===== src/rtl/mux_rr_arbiter.sv =====
// Round-robin arbiter driving the select pins of a 4:1 mux (e1..e4 -> x).
// One grant at a time, released by done, a dropped request, or a hold timeout.
module mux_rr_arbiter #(
  parameter int MAX_HOLD = 8,
  parameter int CNT_W    = 4
) (
  input  logic       clk,
  input  logic       rst_n,
  input  logic [3:0] req,
  input  logic       done,
  output logic [3:0] gnt,
  output logic       s1,
  output logic       s0,
  output logic       busy,
  output logic       timeout
);

  typedef enum logic {IDLE, GRANT} state_t;

  localparam logic [CNT_W-1:0] HOLD_LAST =
    (MAX_HOLD == 0) ? '0 : CNT_W'(MAX_HOLD - 1);

  state_t           state;
  logic [1:0]       ptr;
  logic [1:0]       sel;
  logic [CNT_W-1:0] cnt;

  logic       win_vld;
  logic [1:0] win_idx;
  logic       rel_done;
  logic       rel_drop;
  logic       rel_hold;

  // First set request scanning from ptr upward, wrapping mod 4.
  function automatic logic [2:0] pick(input logic [3:0] r, input logic [1:0] p);
    logic [2:0] res;
    logic [1:0] idx;
    res = 3'b000;
    for (int i = 3; i >= 0; i--) begin
      idx = p + 2'(i);
      if (r[idx]) res = {1'b1, idx};
    end
    return res;
  endfunction

  always_comb begin
    {win_vld, win_idx} = pick(req, ptr);
    rel_done = done;
    rel_drop = ~req[sel];
    rel_hold = (MAX_HOLD != 0) && (cnt == HOLD_LAST);
  end

  assign s1 = sel[1];
  assign s0 = sel[0];

  always_ff @(posedge clk or negedge rst_n) begin
    if (!rst_n) begin
      state   <= IDLE;
      gnt     <= 4'b0000;
      sel     <= 2'b00;
      busy    <= 1'b0;
      timeout <= 1'b0;
      ptr     <= 2'b00;
      cnt     <= '0;
    end else begin
      timeout <= 1'b0;
      case (state)
        IDLE: begin
          if (win_vld) begin
            gnt   <= 4'b0001 << win_idx;
            sel   <= win_idx;
            busy  <= 1'b1;
            cnt   <= '0;
            state <= GRANT;
          end
        end
        GRANT: begin
          if (rel_done || rel_drop || rel_hold) begin
            gnt     <= 4'b0000;
            busy    <= 1'b0;
            ptr     <= sel + 2'd1;
            state   <= IDLE;
            // Only a pure timeout is flagged; done or a dropped request wins.
            timeout <= rel_hold && !rel_done && !rel_drop;
          end else begin
            cnt <= cnt + 1'b1;
          end
        end
        default: state <= IDLE;
      endcase
    end
  end

endmodule


===== config.mk =====
export PLATFORM = sky130hd
export DESIGN_NAME = mux_rr_arbiter
export DESIGN_NICKNAME = d
export VERILOG_FILES = /design/src/rtl/mux_rr_arbiter.sv
export SDC_FILE = /design/constraint.sdc
export NUM_CORES = 1
export LEC_CHECK = 0
export CORE_MARGIN = 2
export CORE_UTILIZATION = 30
export CTS_CLUSTER_SIZE = 14
export DETAILED_ROUTE_END_ITERATION = 16
export HOLD_SLACK_MARGIN = 0.06
export SETUP_SLACK_MARGIN = 0.15
export SLEW_MARGIN = 20
export SYNTH_ARGS = -nofsm -noshare
export SYNTH_HDL_FRONTEND = slang
export SYNTH_SLANG_ARGS = --single-unit

===== constraint.sdc =====
create_clock -name clk -period 1.7 [get_ports clk]
set_clock_uncertainty 0.2 [all_clocks]
set_input_delay 0.255 -clock clk [delete_from_list [all_inputs] [get_ports clk]]
set_output_delay 0.255 -clock clk [all_outputs]
set_load 0.02 [all_outputs]

==> results by group <==
Status
  • Result of the run: finished with violations
  • Violations in the final reports: negative setup slack

Timing
  • Final Worst Setup Slack: -0.0666 ns
  • Period utilisation layout: 104%
  • Hold Violations, Final: 0
  • Peak clock frequency supported by timing: 0.566 GHz
  • Post-route minimum period: 1.77 ns
  • Worst slew pin tran: 0.384 ns
  • Final count of pins violating max slew: 0
  • Relative slew slack: 74.1%
  • Setup repair after global routing missed its margin: yes
  • Final count of negative-setup-slack endpoints: 6
  • Final TNS setup: -0.212 ns

Synth
  • Number of nets in the synthesized netlist: 75
  • Proportion of synthesized chip area in sequential cells: 49.9%
  • Share of synthesized registers carrying an async set or reset: between 90% and 100%
  • Cells after synthesis: 67
  • Cell area after technology mapping: 752 um2
  • Library cell occupying the most area in the post-synthesis netlist: sky130_fd_sc_hd__dfrtp_1
  • Mapped Avg Cell Area: 11.2 um2
  • Number of enable flip-flop cells after synthesis: 0
  • Warning count from the yosys run: 0
  • Fraction of post-synthesis cell area in the top cell type by area: 49.9%
  • Yosys cell types: 31
  • Cell types occupying the most area after synthesis: sky130_fd_sc_hd__dfrtp_1 50%, sky130_fd_sc_hd__nand4b_4 3.2%, sky130_fd_sc_hd__mux4_2 3.0%
  • Count of state elements after synthesis: 15
  • Primary FF master, synth: sky130_fd_sc_hd__dfrtp_1

Layout
  • Fill cells: about 250
  • Final design area excluding fillers: 0.00112 mm2
  • Final core occ: 45.9%
  • Net total in the final layout: 109
  • Layout cells sized above 1: 33.0%
  • Final Instance Count excl. Fillers: 130
  • FF+latch area: 377 um2
  • Post-synthesis to final-layout area growth: 48.4%
  • Multi-input gate area in the final layout: 404 um2
  • Antenna fix cells: 0
  • Most used cells in the layout excluding fill and tap cells: 14 x sky130_fd_sc_hd__dfrtp_1, 13 x sky130_fd_sc_hd__buf_4, 11 x sky130_fd_sc_hd__dlygate4sd2_1
  • Most frequent standard cell in the layout excluding fill and tap cells: sky130_fd_sc_hd__dfrtp_1

Power
  • Largest vdd supply drop: ~0.76 mV
  • Power density relative to cell area: 1590 mW/mm2
  • Total leakage power: 0.533 nW
  • PnR Total Power: approximately 0.0018 W

Clock network
  • TritonCTS clock tree: yes
  • H-tree level count: 1
  • CTS Hold Bufs: 0
  • Clock-pin transition on the worst setup and hold timing paths: 0.09 ns
  • Number of sinks driven by the clock tree: 15
  • Total CTS buffers: 3
  • Buffer levels on the longest clock path: 2
  • Worst-Skew Late Latency: 0.29 ns
  • CTS Root Cell: sky130_fd_sc_hd__clkbuf_4

GRT
  • Global-route wire length before repair: 2.94 mm
  • Number of global-route vias before repair: slightly below 700
  • GRT Total Usage: between 10 and 15%
  • Largest net degree at the start of global routing: 16
  • Congestion Overflow GR: 0
  • Number of antenna violations at the first check in global routing: 0

Setup path
  • Signal arrival time at the worst endpoint: around 1.7 ns
  • Worst-path fanout max: 3
  • CP Capture Type: register
  • CP peak stage delay: 0.59 ns
  • Critical Path, Cell by Cell: mux4_2, nand3b_4, nand2_4, mux2_4
  • Cell with the largest stage delay on the worst path: sky130_fd_sc_hd__mux4_2
  • Number of buffers and inverters on the critical path: 0
  • Category of the worst setup path launch point: register
  • Critical path start-end classification: register to register
  • Critical path required time: 1.68 ns
  • Largest delay contributor family on the critical path: multiplexers

Route
  • Avg Vias per Cell: 4.92
  • Remaining antenna violation count after routing: 0
  • Total number of vias: 640
  • Iteration-0 DRC count of the detailed router: 12
  • DRC: 0
  • Wire length per cell: roughly 13 um
  • DR pass1 iterations: 4
  • Final Routed Wirelength: 1.75 mm

Placement
  • Total instance count after detailed placement: 123
  • RePlAce Congestion: 0.705
  • DP HPWL: 1.31 mm
  • Area after DPL: 0.00103 mm2
  • Quantity of I/O buffers inserted on ports: 14

Die
  • Chip Width: roughly 54 um
  • Die ar.: just under 0.003 mm2
  • Cell Rows: 18
  • Core region area: 0.00243 mm2
  • Ports: 15
  • Initial Utilization: roughly 31%
  • Overall die height: 54.1 um

Job
  • Max-Cap Viols: 0

Worst hold path
  • Hold WC Path Type: primary input to async pin
final cells by class:
| class | count | area share (%) |
|---|---|---|
| repair buffers | 30 | 22.6 |
| well taps | 30 | 3.36 |
| clock buffers | 4 | 2.35 |
| flip-flops and latches | 15 | 33.7 |
| multi-input cells | 46 | 36.2 |
| inverters | 5 | 1.68 |
state kept, by name (all words and copies together) (netlist names):
signal   flops
cnt          4
gnt          4
ptr          2
state        1
busy         1
timeout      1
sel          2
cell usage after synthesis (all sizes together) (2+ instances only):
master    n
o2bb2ai   2
nand2     6
inv       5
nor4b     2
nor2b     3
nand3     3
dfrtp    15
a22o      2
a21o      2
o211ai    2
nor2      3
o21ai     5
o31ai     2
nand3b    2
power by group:
group | switching [W] | internal (W)
sequential | 0.000134 | 0.000487
combinational | 0.000463 | 0.000483
clock | 0.000117 | 0.0000912
cell families after synthesis:
group / Yosys count / synth area share, %
compound gates: 19 / 19.1
xor+xnor: 1 / 1.16
buf+inv: 6 / 2.99
flops: 15 / 49.9
simple gates: 22 / 18.8
mux: 3 / 6.32
fa+ha+maj: 1 / 1.66
what timing repair did:
item / 4_1_cts / 5_1_grt
setup endpoints to repair: 22 / 16
pin swaps: 1 / 5
setup buffers: 1 / 1
gates resized for setup: 21 / 7
gates cloned: 0 / 1
endpoints found under the hold margin: 0 / 0
worst paths after layout:
check                      slack [ns]      to  startpoint  cells past startpoint
setup / recovery                -0.07  ptr[1]      sel[1]                      4
max in group asynchronous        1.04  sel[1]       rst_n                      2
min in group clk                 0.29  cnt[3]      cnt[3]                      1
setup reg to reg                -0.07  ptr[1]      sel[1]                      4
hold reg to reg                  0.29  cnt[3]      cnt[3]                      1
hold / removal                   0.08  sel[1]       rst_n                      2
stage by stage:
step | setup slack (ns) | hold WS [ns]
final | -0.0666 | 0.0803
after global routing | -0.111 | 0.0934
after CTS | -0.0773 | 0.0842
after detailed placement | -0.426 | 0.274
after global placement | -0.398 | 0.266
after floorplan | -0.110 | -0.241
per-layer routing:
layer / track usage, % / part of all wire [%] / up-vias
li1: - / - / 319
met1: 17.1 / 47 / 298
met2: 24.0 / 45 / 18
met3: 4.44 / 5.4 / 5
met4: 7.50 / 2.9 / 0
met5: 0 / 0 / -
(Power assumes the default switching activity.)
